**src/rtl/rx_slot_ctrl_if.sv**
```systemverilog
// Bundles the ethernet-writer handshake and the host register window of rx_slot_ctrl.
// master = ethernet writer plus register decoder; slave = the slot controller.
interface rx_slot_ctrl_if #(
  parameter int unsigned PTR_W = 2
);
  logic             eth_done;
  logic [31:0]      eth_timestamp;
  logic [11:0]      eth_frame_len;
  logic [PTR_W-1:0] eth_slot;
  logic             eth_empty;
  logic             reg_rd;
  logic             reg_wr;
  logic [2:0]       reg_addr;
  logic [15:0]      reg_wdata;
  logic [15:0]      reg_rdata;
  logic             reg_ack;

  modport master (
    output eth_done, eth_timestamp, eth_frame_len, reg_rd, reg_wr, reg_addr, reg_wdata,
    input  eth_slot, eth_empty, reg_rdata, reg_ack
  );

  modport slave (
    input  eth_done, eth_timestamp, eth_frame_len, reg_rd, reg_wr, reg_addr, reg_wdata,
    output eth_slot, eth_empty, reg_rdata, reg_ack
  );
endinterface

```
**src/rtl/rx_slot_ctrl.sv**
```systemverilog
// RX slot ring controller: hands out free slots to the ethernet writer, keeps per-slot
// timestamp/length, exposes the oldest full slot to the host and raises a coalesced interrupt.
module rx_slot_ctrl #(
  parameter int unsigned SLOTS = 4,
  parameter int unsigned PTR_W = 2
) (
  input  logic          sys_clk,
  input  logic          sys_rst,
  rx_slot_ctrl_if.slave bus,
  output logic          irq
);

  localparam int unsigned CntW = PTR_W + 1;

  localparam logic [2:0] AddrStatus  = 3'd0;
  localparam logic [2:0] AddrTsLo    = 3'd1;
  localparam logic [2:0] AddrTsHi    = 3'd2;
  localparam logic [2:0] AddrLen     = 3'd3;
  localparam logic [2:0] AddrRelease = 3'd4;
  localparam logic [2:0] AddrDrop    = 3'd5;
  localparam logic [2:0] AddrThresh  = 3'd6;
  localparam logic [2:0] AddrTimeout = 3'd7;

  logic [PTR_W-1:0] wp_q, wp_d, rp_q, rp_d;
  logic [CntW-1:0]  count_q, count_d;
  logic [31:0]      ts_q  [SLOTS];
  logic [11:0]      len_q [SLOTS];
  logic             irq_en_q, irq_en_d;
  logic [3:0]       irq_thresh_q, irq_thresh_d;
  logic [15:0]      irq_timeout_q, irq_timeout_d;
  logic [15:0]      drop_cnt_q, drop_cnt_d;
  logic [15:0]      timer_q, timer_d;
  logic             irq_pend_q, irq_pend_d;
  logic [15:0]      rdata_q, rdata_d;
  logic             ack_q;

  logic       full;
  logic       accept;
  logic       rel;
  logic       drop;
  logic       wr_status, wr_drop, wr_thresh, wr_timeout;
  logic [3:0] thresh_eff;
  logic       thresh_hit;
  logic       timeout_hit;

  assign full   = (count_q == CntW'(SLOTS));
  assign accept = bus.eth_done & ~full;
  assign drop   = bus.eth_done & full;
  assign rel    = bus.reg_wr & (bus.reg_addr == AddrRelease) & (count_q != '0);

  assign wr_status  = bus.reg_wr & (bus.reg_addr == AddrStatus);
  assign wr_drop    = bus.reg_wr & (bus.reg_addr == AddrDrop);
  assign wr_thresh  = bus.reg_wr & (bus.reg_addr == AddrThresh);
  assign wr_timeout = bus.reg_wr & (bus.reg_addr == AddrTimeout);

  assign thresh_eff  = (irq_thresh_q == 4'd0) ? 4'd1 : irq_thresh_q;
  assign thresh_hit  = (8'(count_q) >= 8'(thresh_eff));
  assign timeout_hit = (irq_timeout_q != 16'd0) && (timer_q == irq_timeout_q - 16'd1);

  always_comb begin
    wp_d    = accept ? wp_q + PTR_W'(1) : wp_q;
    rp_d    = rel ? rp_q + PTR_W'(1) : rp_q;
    count_d = count_q;
    unique case ({accept, rel})
      2'b10:   count_d = count_q + CntW'(1);
      2'b01:   count_d = count_q - CntW'(1);
      default: count_d = count_q;
    endcase

    irq_en_d      = wr_status  ? bus.reg_wdata[14]  : irq_en_q;
    irq_thresh_d  = wr_thresh  ? bus.reg_wdata[3:0] : irq_thresh_q;
    irq_timeout_d = wr_timeout ? bus.reg_wdata      : irq_timeout_q;

    // A host clear wins over a simultaneous drop.
    drop_cnt_d = drop_cnt_q;
    if (wr_drop) begin
      drop_cnt_d = 16'd0;
    end else if (drop && (drop_cnt_q != 16'hFFFF)) begin
      drop_cnt_d = drop_cnt_q + 16'd1;
    end

    timer_d = timer_q;
    if (rel || (count_q == '0) || irq_pend_q) begin
      timer_d = 16'd0;
    end else if (timer_q != 16'hFFFF) begin
      timer_d = timer_q + 16'd1;
    end

    irq_pend_d = irq_pend_q;
    if (!irq_en_q || (count_d == '0)) begin
      irq_pend_d = 1'b0;
    end else if (thresh_hit || timeout_hit) begin
      irq_pend_d = 1'b1;
    end
  end

  always_comb begin
    rdata_d = 16'd0;
    if (bus.reg_rd) begin
      unique case (bus.reg_addr)
        AddrStatus:  rdata_d = {irq_pend_q, irq_en_q, 2'b00, 4'(count_q),
                                1'b0, 3'(rp_q), 1'b0, 3'(wp_q)};
        AddrTsLo:    rdata_d = ts_q[rp_q][15:0];
        AddrTsHi:    rdata_d = ts_q[rp_q][31:16];
        AddrLen:     rdata_d = {4'b0000, len_q[rp_q]};
        AddrRelease: rdata_d = 16'd0;
        AddrDrop:    rdata_d = drop_cnt_q;
        AddrThresh:  rdata_d = {12'd0, irq_thresh_q};
        AddrTimeout: rdata_d = irq_timeout_q;
        default:     rdata_d = 16'd0;
      endcase
    end
  end

  always_ff @(posedge sys_clk) begin
    if (sys_rst) begin
      wp_q          <= '0;
      rp_q          <= '0;
      count_q       <= '0;
      irq_en_q      <= 1'b0;
      irq_thresh_q  <= 4'd1;
      irq_timeout_q <= 16'd0;
      drop_cnt_q    <= 16'd0;
      timer_q       <= 16'd0;
      irq_pend_q    <= 1'b0;
      rdata_q       <= 16'd0;
      ack_q         <= 1'b0;
    end else begin
      wp_q          <= wp_d;
      rp_q          <= rp_d;
      count_q       <= count_d;
      irq_en_q      <= irq_en_d;
      irq_thresh_q  <= irq_thresh_d;
      irq_timeout_q <= irq_timeout_d;
      drop_cnt_q    <= drop_cnt_d;
      timer_q       <= timer_d;
      irq_pend_q    <= irq_pend_d;
      rdata_q       <= rdata_d;
      ack_q         <= bus.reg_rd | bus.reg_wr;
    end
  end

  // Slot metadata needs no reset; stale contents are readable by design.
  always_ff @(posedge sys_clk) begin
    if (accept && !sys_rst) begin
      ts_q[wp_q]  <= bus.eth_timestamp;
      len_q[wp_q] <= bus.eth_frame_len;
    end
  end

  assign bus.eth_slot  = wp_q;
  assign bus.eth_empty = ~full;
  assign bus.reg_rdata = rdata_q;
  assign bus.reg_ack   = ack_q;
  assign irq           = irq_pend_q;

endmodule

```
**src/flat_wrapper.sv**
```systemverilog
// flat-port wrapper written by rule: the top's interface ports become plain ports
module rx_slot_ctrl_flat 
#(
  parameter int unsigned SLOTS = 4,
  parameter int unsigned PTR_W = 2
)
  (sys_clk, sys_rst, irq, bus_eth_done, bus_eth_timestamp, bus_eth_frame_len, bus_reg_rd, bus_reg_wr, bus_reg_addr, bus_reg_wdata, bus_eth_slot, bus_eth_empty, bus_reg_rdata, bus_reg_ack);
  rx_slot_ctrl_if #(.PTR_W(PTR_W)) bus_i ();
  input  logic sys_clk;
  input  logic sys_rst;
  output logic irq;
  input wire logic [$bits(bus_i.eth_done)-1:0] bus_eth_done;
  input wire logic [$bits(bus_i.eth_timestamp)-1:0] bus_eth_timestamp;
  input wire logic [$bits(bus_i.eth_frame_len)-1:0] bus_eth_frame_len;
  input wire logic [$bits(bus_i.reg_rd)-1:0] bus_reg_rd;
  input wire logic [$bits(bus_i.reg_wr)-1:0] bus_reg_wr;
  input wire logic [$bits(bus_i.reg_addr)-1:0] bus_reg_addr;
  input wire logic [$bits(bus_i.reg_wdata)-1:0] bus_reg_wdata;
  output wire logic [$bits(bus_i.eth_slot)-1:0] bus_eth_slot;
  output wire logic [$bits(bus_i.eth_empty)-1:0] bus_eth_empty;
  output wire logic [$bits(bus_i.reg_rdata)-1:0] bus_reg_rdata;
  output wire logic [$bits(bus_i.reg_ack)-1:0] bus_reg_ack;
  assign bus_i.eth_done = bus_eth_done;
  assign bus_i.eth_timestamp = bus_eth_timestamp;
  assign bus_i.eth_frame_len = bus_eth_frame_len;
  assign bus_i.reg_rd = bus_reg_rd;
  assign bus_i.reg_wr = bus_reg_wr;
  assign bus_i.reg_addr = bus_reg_addr;
  assign bus_i.reg_wdata = bus_reg_wdata;
  assign bus_eth_slot = bus_i.eth_slot;
  assign bus_eth_empty = bus_i.eth_empty;
  assign bus_reg_rdata = bus_i.reg_rdata;
  assign bus_reg_ack = bus_i.reg_ack;
  rx_slot_ctrl #(.SLOTS(SLOTS), .PTR_W(PTR_W)) u_core (.sys_clk(sys_clk), .sys_rst(sys_rst), .bus(bus_i), .irq(irq));
endmodule
```
**config.mk**
```make
export PLATFORM = sky130hd
export DESIGN_NAME = rx_slot_ctrl_flat
export DESIGN_NICKNAME = d
export VERILOG_FILES = /design/src/rtl/rx_slot_ctrl_if.sv /design/src/rtl/rx_slot_ctrl.sv /design/src/flat_wrapper.sv
export SDC_FILE = /design/constraint.sdc
export NUM_CORES = 1
export LEC_CHECK = 0
export CAP_MARGIN = 40
export CORE_ASPECT_RATIO = 0.6
export CORE_MARGIN = 1.5
export CORE_UTILIZATION = 52
export CTS_CLUSTER_DIAMETER = 120
export DETAILED_ROUTE_END_ITERATION = 7
export MAX_ROUTING_LAYER = met4
export PLACE_DENSITY = 0.75
export SKIP_CTS_REPAIR_TIMING = 1
export SYNTH_ARGS = -nofsm -noshare
export SYNTH_HDL_FRONTEND = slang
export SYNTH_SLANG_ARGS = --single-unit
```
**constraint.sdc**
```tcl
create_clock -name sys_clk -period 3.08 [get_ports sys_clk]
set_input_delay 0.616 -clock sys_clk [delete_from_list [all_inputs] [get_ports sys_clk]]
set_output_delay 0.616 -clock sys_clk [all_outputs]
set_load 0.005 [all_outputs]
```
Yosys cells after proc, flatten, opt, wreduce, memory -nomap -nowiden
Memories as Yosys holds them, arrays and structs flattened. A register that Yosys moved wholly into a read port is not among the register bits.
Index checks and enable logic that the tools add are counted.
W data, S select, Z words.
{"block": "totals", "regBits": 78, "mem_bits_rw": 176, "in_bits": 68, "elab_cells": 73, "mem_count": 2}
{"block": "classes", "n_addsub": 7, "n_lt_le_gt_ge": 1, "eq_ne": 13, "n_mux": 9, "bitwise_logic": 11, "n_reduce_logical": 19}
{"memory": "u_core.ts_q", "depth": 4, "width": 32, "rd": 1, "rd_clocked_by_memory_dff": 1, "write_ports": 1, "line": "rx_slot_ctrl.sv:26", "rtl": "logic [31:0] ts_q [SLOTS];"}
{"memory": "u_core.len_q", "depth": 4, "width": 12, "rd": 1, "rd_clocked_by_memory_dff": 1, "write_ports": 1, "line": "rx_slot_ctrl.sv:27", "rtl": "logic [11:0] len_q [SLOTS];"}
{"op": "$pmux W16 S8", "n": 1}
{"op": "$add A16 B1 Y16 const B", "n": 2}
{"op": "$ne A16 B16 Y1 const B", "n": 2}
{"op": "$eq A16 B16 Y1", "n": 1}
{"op": "$reduce_bool A16 Y1", "n": 1}
{"op": "$sub A16 B1 Y16 const B", "n": 1}
{"op": "$eq A3 B3 Y1 const B", "n": 5}
{"op": "$logic_not A3 Y1", "n": 3}
{"op": "$and A1 B1 Y1", "n": 8}
{"op": "$mux W2", "n": 4}
{"op": "$reduce_or A2 Y1", "n": 4}
{"op": "$eq A3 B2 Y1 const B", "n": 2}
{"op": "$pmux W3 S2", "n": 1}
{"op": "$add A2 B1 Y2 const B", "n": 2}
{"op": "$ge A3 B4 Y1", "n": 1}
{"op": "$logic_not A4 Y1", "n": 1}
{"op": "$logic_or A1 B1 Y1", "n": 4}
{"op": "$mux W4", "n": 1}
{"op": "$add A3 B1 Y3 const B", "n": 1}
{"op": "$eq A3 B1 Y1 const B", "n": 1}
{"op": "$logic_and A1 B1 Y1", "n": 3}
{"op": "$reduce_bool A3 Y1", "n": 1}
{"op": "$sub A3 B1 Y3 const B", "n": 1}
{"op": "$eq A2 B1 Y1 const B", "n": 1}
{"op": "other kinds (5)", "n": 8}

Depth between registers and ports, before layout
{"block": "logic_depth", "depth_word": 8, "depth_mapped": 12, "ltp_nobuf": 12}

Worst setup path before layout
OpenSTA, ideal clock, no wires.
{"block": "synth_path", "kind": "input-to-reg", "start": "input port bus_reg_addr[0]", "end": "register u_core.irq_pend_q (netlist: u_core.irq)", "t_arrival_ns": 2.871, "slack_ns": 0.125, "stages": 12, "path_buffers": 2, "cell_sequence": "clkbuf_1 -> buf_2 -> nor4_1 -> ha_1 -> inv_1 -> fa_1 -> xor2_1 -> nor2_1 -> xnor2_1 -> a21oi_1 -> nand3_1 -> o31ai_2"}
{"block": "synth_between", "elab_chain_cells": 8, "elab_cells_between_ends": 9}
{"element": "start, declared", "line": "flat_wrapper.sv:17", "rtl": "input wire logic [$bits(bus_i.reg_addr)-1:0] bus_reg_addr;"}
{"element": "$eq A3 B3 Y1 *", "line": "rx_slot_ctrl.sv:49", "rtl": "assign rel = bus.reg_wr & (bus.reg_addr == AddrRelease) & (count_q != '0);"}
{"element": "$and A1 B1 Y1 * (2 in series)", "line": "rx_slot_ctrl.sv:49"}
{"element": "net u_core.rel", "line": "rx_slot_ctrl.sv:39", "rtl": "logic rel;"}
{"element": "$eq A2 B1 Y1 / $eq A2 B2 Y1 (equally long branches)", "line": "rx_slot_ctrl.sv:64", "rtl": "unique case ({accept, rel})"}
{"element": "$pmux W3 S2 *", "line": "rx_slot_ctrl.sv:64"}
{"element": "$logic_not A3 Y1 *", "line": "rx_slot_ctrl.sv:90", "rtl": "if (!irq_en_q || (count_d == '0)) begin"}
{"element": "$logic_or A1 B1 Y1 *", "line": "rx_slot_ctrl.sv:90"}
{"element": "$reduce_or A2 Y1 (no line) *"}
{"element": "end signal, assigned", "line": "rx_slot_ctrl.sv:137", "rtl": "irq_pend_q <= irq_pend_d;"}
{"element": "end, declared", "line": "rx_slot_ctrl.sv:33", "rtl": "logic irq_pend_q, irq_pend_d;"}
The timed path passes the listed nets; every way through them passes the cells marked *.
A chain may end at the register's enable or synchronous reset.

Worst setup path in the final report
{"block": "layout_path", "start": "input port bus_reg_addr[2]", "end": "register u_core.irq_pend_q (netlist: u_core.irq)"}
Same word-level chain as after synthesis.

==> impl_metrics.env <==
export IMPL_antenna_found_initial=0
export IMPL_ys_ff_latch=256
export IMPL_h_tree_depth=1
export IMPL_cp_end_kind="register"
export IMPL_yosys_area_top_type="edfxtp_1"
export IMPL_r2r_cells=11
export IMPL_maxCapViolations=0
export IMPL_outcome="completed"
export IMPL_synth_nets=879
export IMPL_fmax_ghz=0.3511
export IMPL_worstHoldStart="u_core.irq_en_q$_SDFFE_PP0P_"
export IMPL_drtPass1Iterations=5
export IMPL_postRouteWirelength_um=24720
export IMPL_rsz0062_at_grt="no"
export IMPL_hold_path_class="reg -> reg"
export IMPL_p_per_area_mw_per_mm2=562.1
export IMPL_netlist_area_mm2=0.01089
export IMPL_dr_total_vias=6919
export IMPL_critPathLaunchType="primary input"
export IMPL_tightest_slew_ps=629.1
export IMPL_leakage_nw=4.218
export IMPL_hold_depth=2
export IMPL_required_ps=3510
export IMPL_core_area_mm2=0.02027
export IMPL_holdPathEnd="u_core.irq_en_q$_SDFFE_PP0P_"
export IMPL_grt_usage_pct=24.00
export IMPL_cts_buffers=23
export IMPL_nets=974
export IMPL_synth_top_area_share_pct=48.55
export IMPL_clock_latency_ps=520
export IMPL_ff2ff_setup_slack_ps=430
export IMPL_synthFlopType="edfxtp_1"
export IMPL_fin_crit_ps=2848
export IMPL_post_route_drc_count=0
export IMPL_finalHoldViolCount=0
export IMPL_boundaryPins=89
export IMPL_synthTopCellsByCount="176 x edfxtp_1, 80 x dfxtp_1, 80 x nor2_1"
export IMPL_clk_pin_slew_ps=70
export IMPL_post_synth_top_count_cell="edfxtp_1"
export IMPL_die_area_mm2=0.02184
export IMPL_crit_fanout=2
export IMPL_setup_viol=0
export IMPL_critPathKind="in -> reg"
export IMPL_layout_setup_ws_ps=231.7
export IMPL_place_inst=1141
export IMPL_drv_slew=0
export IMPL_grt_pass1_wl_um=38430
export IMPL_dieHeight_um=115.1
export IMPL_viasPerCell=5.849
export IMPL_r2r_start="u_core.count_q[2]$_SDFF_PP0_"
export IMPL_yosysUniqueCellTypes=59
export IMPL_fin_hold_ws_ps=507.4
export IMPL_die_width_um=189.8
export IMPL_synth_edf_count=176
export IMPL_synthToLayoutAreaGrowth_pct=18.69
export IMPL_yosys_warnings=0
export IMPL_wl_per_cell_um=20.90
export IMPL_layout_drive_gt1_share_pct=15.49
export IMPL_overflow=0
export IMPL_ant_nets=0
export IMPL_yosys_top_cells_area="edfxtp_1 49%, dfxtp_1 15%, mux4_2 9.7%, nor2_1 2.8%, a21oi_1 2.3%"
export IMPL_clock_sinks=256
export IMPL_dp_hpwl_um=17040
export IMPL_netlist_instances=798
export IMPL_initial_utilization_pct=53.70
export IMPL_row_count=40
export IMPL_r2r_end="u_core.irq$_SDFFE_PP0P_"
export IMPL_worstPathArrival_ps=3280
export IMPL_fin_cells=1183
export IMPL_cts_root_buffer="clkbuf_16"
export IMPL_slew_headroom_pct=57.71
export IMPL_skew_ps=12.89
export IMPL_fill_cells=1521
export IMPL_cts_tree="built"
export IMPL_ys_async_sr_fraction_pct=0
export IMPL_drtIter0Drc=678
export IMPL_grt_max_degree=45
export IMPL_gp_congestion=0.8829
export IMPL_grt_pass1_vias=6770
export IMPL_p_total_mw=7.263
export IMPL_ys_seq_area_share_pct=63.26
export IMPL_post_place_ws_ps=-156.6
export IMPL_ir_drop_v=0.0004371
export IMPL_portBuffers=88
export IMPL_fin_crit_sh_pct=92.48
export IMPL_n_antenna_cell=0
export IMPL_clk_path_buf_depth=3
export IMPL_syn_area_per_cell_um2=13.64
state kept, by name, indices dropped and copies added, names as in the netlist, named ones only:
register / flops
u_core.irq_thresh_q: 4
u_core.ts_q: 128
u_core.irq_en_q: 1
u_core.drop_cnt_q: 16
u_core.count_q: 3
u_core.irq: 1
u_core.bus.reg_ack: 1
u_core.bus.reg_rdata: 16
u_core.irq_timeout_q: 16
u_core.rp_q: 2
u_core.timer_q: 16
u_core.len_q: 48
u_core.bus.eth_slot: 2
power breakdown:
group | internal (mW) | total, mW | switching, mW
registers | 3.77 | 3.81 | 0.0474
clock network | 1.65 | 2.91 | 1.26
logic | 0.255 | 0.541 | 0.286
total | 5.67 | 7.26 | 1.60
area by class of cell:
cell class,count,area (um^2),share of cell area [%]
inverters,22,82.58,0.6392
clock buffers,28,634.4,4.910
multi-input cells,478,3709,28.70
clock inverters,14,140.1,1.085
flip-flops and latches,256,6889,53.32
well taps,273,341.6,2.644
repair buffers,112,1124,8.697
kinds of logic (layout without fill, tap and decap cells):
family | after synthesis | count (layout) | share of synthesized area (%)
DFF | 256 | 256 | 63.26
and+or+nand+nor | 242 | 242 | 11.03
AOI/OAI and AO/OA | 115 | 115 | 6.402
buffers and inverters | 64 | 176 | 2.713
muxes | 62 | 62 | 11.18
xor gates and xnor gates | 46 | 46 | 3.839
adders and majority gates | 13 | 13 | 1.563
cells in the final DEF (no fill, tap or decap), drive strengths merged, types with 22 or more instances in the layout:
cell type,synthesis,final
xnor2,27,27
nand3,22,22
dfxtp,80,80
nor2,83,83
buf,21,24
inv,22,24
mux4,47,47
clkdlybuf4s50,0,88
a21oi,51,51
nand2,62,62
clkbuf,21,28
edfxtp,176,176
critical path, stage by stage:
cell and delay (ps):
clkdlybuf4s50_1 550, nand2_1 90, nor4_1 400, ha_1 260
inv_1 70, fa_1 370, xor2_1 150, nor2_1 120
xnor2_1 90, a21oi_1 220, nand3_1 110, o31ai_2 220
stage by stage:
step / utilization [%] / cell area (um^2) / setup TNS (ps)
after floorplan: - / 10890 / 0
after global placement: 59.92 / 12150 / -79.39
after detailed placement: 59.92 / 12150 / -156.6
after CTS: 63.74 / 12920 / 0
after global routing: 63.74 / 12920 / 0
final: 63.74 / 12920 / 0
routing by layer:
metal  vias up  global-route usage (%)  wire length (um)
li1       3185                       -                 -
met1      3426                   35.26             11380
met4         0                   4.497               371
met2       276                   35.56             11040
met3        32                   4.182              1929
met5         -                       -                 0
how the worst max path moves through the flow:
| stage | from | cells past startpoint | slack, ps | to |
|---|---|---|---|---|
| after global placement | bus_reg_addr[2] | 12 | -80 | u_core.irq$_SDFFE_PP0P_ |
| after floorplan | bus_reg_addr[0] | 12 | 120 | u_core.irq$_SDFFE_PP0P_ |
| after global routing | bus_reg_addr[2] | 12 | 180 | u_core.irq$_SDFFE_PP0P_ |
| after CTS | bus_reg_addr[2] | 12 | 350 | u_core.irq$_SDFFE_PP0P_ |
| after detailed placement | bus_reg_addr[2] | 12 | -160 | u_core.irq$_SDFFE_PP0P_ |
| final | bus_reg_addr[2] | 12 | 230 | u_core.irq$_SDFFE_PP0P_ |
Note: power is estimated with default switching activity, not from simulation.
